--- config.mk ---
export PLATFORM = sky130hd
export DESIGN_NAME = lfsr_prbs_burst_ctrl
export DESIGN_NICKNAME = d
export VERILOG_FILES = /design/src/rtl/lfsr_prbs_burst_ctrl.sv
export SDC_FILE = /design/constraint.sdc
export NUM_CORES = 1
export LEC_CHECK = 0
export CAP_MARGIN = 40
export CORE_AREA = 5 5 60 62
export CTS_CLUSTER_DIAMETER = 60
export DETAILED_ROUTE_END_ITERATION = 6
export DIE_AREA = 0 0 65 67
export DONT_BUFFER_PORTS = 1
export GPL_TIMING_DRIVEN = 0
export PLACE_DENSITY = 0.78
export SYNTH_ARGS = -nofsm -noshare
export SYNTH_HDL_FRONTEND = slang
export SYNTH_SLANG_ARGS = --single-unit
--- constraint.sdc ---
create_clock -name clk -period 4.74 [get_ports clk]
set_input_delay 0.237 -clock clk [delete_from_list [all_inputs] [get_ports clk]]
set_output_delay 0.237 -clock clk [all_outputs]
set_load 0.02 [all_outputs]
--- src/rtl/lfsr_prbs_burst_ctrl.sv ---
`timescale 1ns/1ps
// lfsr_prbs_burst_ctrl
// Burst sequencer for one external lfsr_prbs_gen. Accepts burst commands,
// drives the generator reset/enable, and presents the PRBS words as an
// AXI-stream master with backpressure, tlast framing and an inter-burst gap.
//
// Optional feature macro: LFSR_PRBS_ERR_INJECT_EN
//   When defined, adds i_err_inject. A pulse arms a one-shot flag. The next
//   accepted beat has tdata[0] inverted, and the flag clears on that beat.
//   Further pulses while the flag is armed are ignored.
//
// Ports
//   clk, rst_n          clock (rising edge), async active-low reset
//   i_cmd_valid/o_cmd_ready, i_cmd_len, i_cmd_reseed
//                       burst command (length minus one, optional reseed)
//   o_gen_rst           generator reset, active-high, registered
//   o_gen_enable        generator advance, asserted only on a stream handshake
//   i_gen_data          generator output word (registered in the generator)
//   o_m_axis_*          AXI-stream master (tdata/tvalid/tready/tlast)
//   o_busy              high whenever the FSM is not idle
//   o_burst_done        one-cycle pulse after the final beat is accepted
//   i_err_inject        only with LFSR_PRBS_ERR_INJECT_EN
//
// state    | meaning
// S_IDLE   | ready for a command (cmd_ready high once out of reset)
// S_RESEED | gen_rst high for one cycle before streaming
// S_STREAM | presenting words; count tracks beats remaining minus one
// S_GAP    | idle spacing after a burst, GAP_CYCLES long
module lfsr_prbs_burst_ctrl #(
  parameter int DATA_W     = 8,
  parameter int LEN_W      = 16,
  parameter int GAP_CYCLES = 4
) (
  input  logic              clk,
  input  logic              rst_n,
  input  logic              i_cmd_valid,
  output logic              o_cmd_ready,
  input  logic [LEN_W-1:0]  i_cmd_len,
  input  logic              i_cmd_reseed,
  output logic              o_gen_rst,
  output logic              o_gen_enable,
  input  logic [DATA_W-1:0] i_gen_data,
  output logic [DATA_W-1:0] o_m_axis_tdata,
  output logic              o_m_axis_tvalid,
  input  logic              i_m_axis_tready,
  output logic              o_m_axis_tlast,
  output logic              o_busy,
  output logic              o_burst_done
`ifdef LFSR_PRBS_ERR_INJECT_EN
  ,
  input  logic              i_err_inject
`endif
);

  localparam int GAP_W = (GAP_CYCLES > 0) ? $clog2(GAP_CYCLES + 1) : 1;

  typedef enum logic [1:0] {
    S_IDLE   = 2'd0,
    S_RESEED = 2'd1,
    S_STREAM = 2'd2,
    S_GAP    = 2'd3
  } state_t;

  state_t             r_state;
  logic [LEN_W-1:0]   r_count;
  logic [GAP_W-1:0]   r_gap;
  logic               r_gen_rst;
  logic               r_cmd_ready;
  logic               r_tvalid;
  logic               r_tlast;
  logic               r_done;
  logic               w_beat;
  logic [DATA_W-1:0]  w_flip;

  assign w_beat = r_tvalid & i_m_axis_tready;

  always_ff @(posedge clk or negedge rst_n) begin
    if (!rst_n) begin
      r_state     <= S_IDLE;
      r_count     <= '0;
      r_gap       <= '0;
      r_gen_rst   <= 1'b1;
      r_cmd_ready <= 1'b0;
      r_tvalid    <= 1'b0;
      r_tlast     <= 1'b0;
      r_done      <= 1'b0;
    end else begin
      r_gen_rst <= 1'b0;
      r_done    <= 1'b0;
      case (r_state)
        S_IDLE: begin
          r_cmd_ready <= 1'b1;
          if (r_cmd_ready && i_cmd_valid) begin
            r_cmd_ready <= 1'b0;
            r_count     <= i_cmd_len;
            r_tlast     <= (i_cmd_len == '0);
            if (i_cmd_reseed) begin
              r_state   <= S_RESEED;
              r_gen_rst <= 1'b1;
            end else begin
              r_state  <= S_STREAM;
              r_tvalid <= 1'b1;
            end
          end
        end
        S_RESEED: begin
          // Generator reloads its seed on this edge; its first word is
          // therefore valid on the stream in the next cycle.
          r_state  <= S_STREAM;
          r_tvalid <= 1'b1;
        end
        S_STREAM: begin
          if (w_beat) begin
            if (r_tlast) begin
              r_tvalid <= 1'b0;
              r_tlast  <= 1'b0;
              r_done   <= 1'b1;
              if (GAP_CYCLES > 0) begin
                r_state <= S_GAP;
                r_gap   <= GAP_W'(GAP_CYCLES);
              end else begin
                r_state     <= S_IDLE;
                r_cmd_ready <= 1'b1;
              end
            end else begin
              // Count stops at zero on the final beat, so a full-range
              // length never wraps mid-burst.
              r_count <= r_count - 1'b1;
              r_tlast <= (r_count == LEN_W'(1));
            end
          end
        end
        S_GAP: begin
          if (r_gap <= GAP_W'(1)) begin
            r_state     <= S_IDLE;
            r_cmd_ready <= 1'b1;
          end else begin
            r_gap <= r_gap - 1'b1;
          end
        end
        default: begin
          r_state <= S_IDLE;
        end
      endcase
    end
  end

`ifdef LFSR_PRBS_ERR_INJECT_EN
  logic r_err_armed;

  // Consumption wins over a new pulse, so a pulse on the consuming beat is
  // ignored.
  always_ff @(posedge clk or negedge rst_n) begin
    if (!rst_n) begin
      r_err_armed <= 1'b0;
    end else if (w_beat && r_err_armed) begin
      r_err_armed <= 1'b0;
    end else if (i_err_inject) begin
      r_err_armed <= 1'b1;
    end
  end

  assign w_flip = {{(DATA_W-1){1'b0}}, r_err_armed};
`else
  assign w_flip = '0;
`endif

  assign o_cmd_ready     = r_cmd_ready;
  assign o_gen_rst       = r_gen_rst;
  assign o_gen_enable    = w_beat;
  assign o_m_axis_tdata  = i_gen_data ^ w_flip;
  assign o_m_axis_tvalid = r_tvalid;
  assign o_m_axis_tlast  = r_tlast;
  assign o_busy          = (r_state != S_IDLE);
  assign o_burst_done    = r_done;

endmodule
* After elaboration in Yosys (flattened, before gate mapping)
Cells that the tools add are included.
Cells by class: multiplexer cells 32, eq/ne operators 11, $add $sub $neg 2, reductions and logical operators 14, bitwise logic cells 1, magnitude comparators 1
Operator list (count):
- $mux 16 | 3
- $pmux 16 s2 | 1
- $eq 16x1->1 const B | 1
- $logic_not 16->1 | 1
- $sub 16x1->16 const B | 1
- $mux 1 | 15
- $ne 2x2->1 const B | 7
- $reduce_and 4->1 | 3
- $mux 2 | 5
- $mux 3 | 3
- $pmux 2 s4 | 1
- $reduce_bool 2->1 | 4
- $pmux 3 s2 | 1
- $reduce_and 5->1 | 1
- $eq 2x2->1 const B | 2
- $pmux 1 s2 | 2
- $le 3x1->1 const B | 1
- $pmux 1 s3 | 1
- $reduce_and 3->1 | 1
- $reduce_bool 3->1 | 1
- $sub 3x1->3 const B | 1
- $eq 2x1->1 const B | 1
- $logic_not 2->1 | 1
- $reduce_and 2->1 | 1
- 2 further kinds | 2
Word-level totals: input port bits 29, register bits after elaboration 26, output and inout bits 15, word-level logic and storage cells 69

* Depth between registers and ports, before layout
word-level depth 4, gate-level depth with buffers 8, gate-level depth less buffers 6

* Worst setup path before layout
No wires, ideal clock.
kind register -> register, start register r_count[0], end register r_count[12], required time 4.671 ns, buffers on the path 0, arrival 1.733 ns, slack 2.938 ns, stages on the path, launching flop included 7, setup time 0.069 ns, period minus slack after synthesis 1.802 ns, path through dfrtp_1 > inv_1 > ha_1 > nor3b_1 > nand4b_1 > or4_1 > nand3_1
On the way: longest elaborated chain between the ends 4
RTL lines:
- from (decl) | RTL line 65 | logic [LEN_W-1:0] r_count;
- from (signal assigned) | RTL line 95 | r_count <= i_cmd_len;
- from (signal assigned) | RTL line 128 | r_count <= r_count - 1'b1;
- $sub 16x1->16 | RTL line 128
- $mux 16 | RTL line 114 | if (r_tlast) begin
- $mux 16 | RTL line 113 | if (w_beat) begin
- $pmux 16 s2 | RTL line 90 | case (r_state)
No other way between the ends. The select of a mux whose other input is x is not followed. A chain may end at the register's enable or synchronous reset.

* Final worst setup path
Ends and elaborated chain as after synthesis.

==> impl_summary.md <==
Logic synthesis
Sequential cells were found to cover 36.0% of the synthesized design area. By area the synthesized netlist is led by sky130_fd_sc_hd__dfrtp_1 35%, sky130_fd_sc_hd__ha_1 4.8%, sky130_fd_sc_hd__a21oi_1 3.6%. The flip-flop and latch count after synthesis is 26. The most instantiated flip-flop cell in the synthesis netlist is sky130_fd_sc_hd__dfrtp_1. The cell count after synthesis came out at 203. The cell taking the most area after synthesis is sky130_fd_sc_hd__dfrtp_1. The number of enable-type register cells in the synthesized netlist is 0. Counting every net in the synthesized netlist gives 239. Summed over its instances, the top area cell type makes up 34.6% of the synthesized netlist area.

The async set or reset register ratio after synthesis is 100%. The number of distinct library cells after synthesis is 55. After synthesis the cells add up to 0.00181 mm². Each instance of the synthesized netlist takes up on average 8.92 µm². The number of warnings reported in the yosys synthesis log is 0.

Cells and area
The final design utilization is 64.1%. The antenna cell count is 0. The post-route netlist has 13.9% of its cells at a drive strength greater than 1. The number of nets in the layout is 246. The count of non-filler cells in the finished layout is 242. The growth of design area from synthesis to finish is 5.39%. The final design instance area without fill is 0.00191 mm².

Clock tree
The CTS clock-pin slew for the worst setup and hold paths is 0.15 ns. TritonCTS built the clock tree. In this run the number of H-tree levels came out at 1.

Counting along the longest clock path gives a buffer depth of 2. In this run the post-CTS setup repair buffer count came out at 0. In this run, CTS created clock tree buffers numbering 3. The clock reaches the later pin of the worst-skew pair after 0.33 ns. The number of buffers added to fix hold violations after cts is 2. For this design, the sink count on the clock tree is 26.

The root cell of the clock tree is sky130_fd_sc_hd__clkbuf_4. In this run, post-CTS repair resized a total of 0 instances.

Global route
Global routing consumed, over all layers together, 23.5% of the routing resources. The number of global-route vias before repair is 1,679. The first global-routing pass estimated 8.02 mm of wire. The initial antenna violation count was 0.

The total overflow left after global routing is 0. The largest net degree at the start of global routing is 27.

Pwr
The power density of the placed cells is 182 mW/mm². The maximum ir drop on the vdd rail is 0.000113 V. The leakage power of the design is 0.773 nW.

Drt
Dividing the detail-routed wire length by the instance count gives 20.1 µm. The routed length on met3 is 473 µm. Once detail routing completed, the nets flagged for antenna violations numbered 0.

The final routed DRC violation total is 0. For this block, the routed nets add up to 4.87 mm of wire. The length of routed met2 wiring is 2.42 mm. For this run, the detailed router's first-pass iteration total came to 5. The first-iteration detailed-routing DRC count is 144. Routed signal wires occupy layers up through met4.

The via density per instance is 7.29. For this block, wires on met1 add up to 1.89 mm. The routed layout has 1,765 vias.

Worst setup path
Tracing the worst setup path back leads to its startpoint at r_count[0]$_DFFE_PN0P_. The length in cells of the worst reg-to-reg path is 6. The signal on the critical path passes through inv_1 -> ha_1 -> nor3b_1 -> nand4b_1 -> or4_1 -> nand3_1.

The launch instance of the worst register-to-register path is r_count[0]$_DFFE_PN0P_. The termination of the worst setup path is r_count[12]$_DFFE_PN0P_. The critical path endpoint category is a flop. Data arrives at the worst endpoint at 2.59 ns. The worst setup path is launched from a flop. The critical path is of the reg -> reg type.

In this design, the stage delay of the slowest critical-path cell is 0.61 ns. In this run the worst path has a maximum fanout of 5. The library cell contributing the largest single delay on the critical path is sky130_fd_sc_hd__nor3b_1. The critical path required time is 5.02 ns. The worst register-to-register path has a setup slack of 2.43 ns. The endpoint of the worst-slack reg-to-reg timing path is r_count[12]$_DFFE_PN0P_.

Run
The total of max-cap violations is 0.

STA
On the final layout, the worst clock skew is 0.00103 ns. The number of hold violations in the final report is 0. The worst setup slack after layout is 2.43 ns. The fmax is 433 MHz. Setup repair after global routing left no endpoint under its margin.

The total count of max-transition violations in the final report came to 0. The clock period could shrink to 2.31 ns. The share of the clock period used by the worst path after layout is 48.7%.

The total negative setup slack is 0 ns. Setup violations remaining at the end of the flow were counted as 0. The worst relative slew slack is 49.3%. For the pin with the worst max-slew slack, the measured transition is 0.761 ns.

Floorplanning
The die is 65 µm wide. From bottom edge to top edge, the die measures 67 µm. 44 I/O pins were placed. The core region is 0.00298 mm².

The number of placement rows is 20. The floorplan step defined a die boundary enclosing 0.00436 mm². The effective utilization at floorplan is 60.8%.

Placed design
Summed over all nets, the half-perimeter wirelength after detailed placement is 3.56 mm. The number of placed instances, taps included, is 236. The count of buffers from port buffering is 0.

Routability-driven placement finished with a final weighted congestion of 0.874. The worst slack at placement is 2.54 ns. After detailed placement, the total cell area comes to 0.00185 mm².

Status
The flow ran to the end, and the final reports show no timing, DRC or antenna violations.

Worst hold path
The worst min-delay path category is in -> reg.
area by class of cell:
cell class / count / area [µm²]
well taps: 33 / 41.3
multi-input cells: 149 / 1020
clock buffers: 4 / 26.3
repair buffers: 2 / 30.0
plain buffers: 16 / 93.8
inverters: 12 / 45.0
fillers: 255 / 1070
flip-flops and latches: 26 / 652
cell usage in the layout, fill, tap and decap left out, types with 3 or more instances in the layout:
cell,count
sky130_fd_sc_hd__ha_1,7
sky130_fd_sc_hd__nor2_1,13
sky130_fd_sc_hd__o2bb2ai_1,5
sky130_fd_sc_hd__nor3_1,6
sky130_fd_sc_hd__clkbuf_4,3
sky130_fd_sc_hd__a21oi_1,13
sky130_fd_sc_hd__buf_2,3
sky130_fd_sc_hd__o21ai_0,11
sky130_fd_sc_hd__clkbuf_1,4
sky130_fd_sc_hd__buf_4,8
sky130_fd_sc_hd__nand2_1,12
sky130_fd_sc_hd__or4_1,5
sky130_fd_sc_hd__nand3_1,13
sky130_fd_sc_hd__a22oi_1,3
sky130_fd_sc_hd__dfrtp_1,25
sky130_fd_sc_hd__mux2i_1,3
sky130_fd_sc_hd__nor4_1,6
sky130_fd_sc_hd__inv_1,12
sky130_fd_sc_hd__nand4_1,5
sky130_fd_sc_hd__a31oi_1,3
sky130_fd_sc_hd__a22o_1,3
worst min-delay path by stage:
stage	start	to	slack [ns]	cells after the start
detailed placement	rst_n	o_burst_done$_DFF_PN0_	-0.06	0
CTS	i_cmd_reseed	o_gen_rst$_DFF_PN1_	0.04	2
global placement	rst_n	r_gap[0]$_DFFE_PN0P_	-0.06	0
global route	i_cmd_reseed	o_gen_rst$_DFF_PN1_	0.04	2
floorplan	rst_n	o_burst_done$_DFF_PN0_	-0.06	0
finish	i_cmd_reseed	o_gen_rst$_DFF_PN1_	0.04	2
cells by family after synthesis:
kind of cell    Yosys count  synth area share (%)
compound gates           63                  25.2
fa+ha+maj                 7                  4.84
buf+inv                  28                  7.67
flops                    26                  36.0
mux                       4                  2.28
simple gates             75                  24.0
metal layers:
| metal | GRT usage (%) | vias up |
|---|---|---|
| met1 | 27.9 | 865 |
| met5 | 0 | - |
| met2 | 42.8 | 107 |
| met4 | 7.39 | 0 |
| met3 | 4.38 | 15 |
| li1 | - | 778 |
stage by stage:
step	power (mW)	hold WS [ns]
2_1_floorplan	0.240	-0.0586
3_3_place_gp	0.241	-0.0579
3_5_place_dp	0.241	-0.0578
4_1_cts	0.346	0.0396
5_1_grt	0.360	0.0358
6_report	0.348	0.0352
worst max-delay path: cells and delay by family (launching register included):
family                   cells  cell delay [ns]
AND/OR/NAND/NOR              4             1.45
buffers and inverters        1             0.11
adder cells (fa/ha/maj)      1             0.20
flip-flops                   1             0.49
flip-flops by register name, indices dropped and copies added (netlist names):
signal           count
r_gap                3
o_cmd_ready          1
r_count             16
o_burst_done         1
o_gen_rst            1
o_m_axis_tlast       1
r_state              2
o_m_axis_tvalid      1
cells in the mapped netlist (all sizes together) (5+ instances only):
master / count
dfrtp: 25
a21oi: 13
buf: 13
nand3: 13
nor2: 13
inv: 12
nand2: 12
o21ai: 11
nor4: 9
ha: 7
nor3: 6
nand4: 5
o2bb2ai: 5
or4: 5
report_power, final:
group	total [mW]	switching, mW	internal [mW]
sequential	0.224	0.00111	0.223
combinational	0.0193	0.0112	0.00814
clock	0.105	0.0715	0.0331
(Power assumes the default switching activity.)
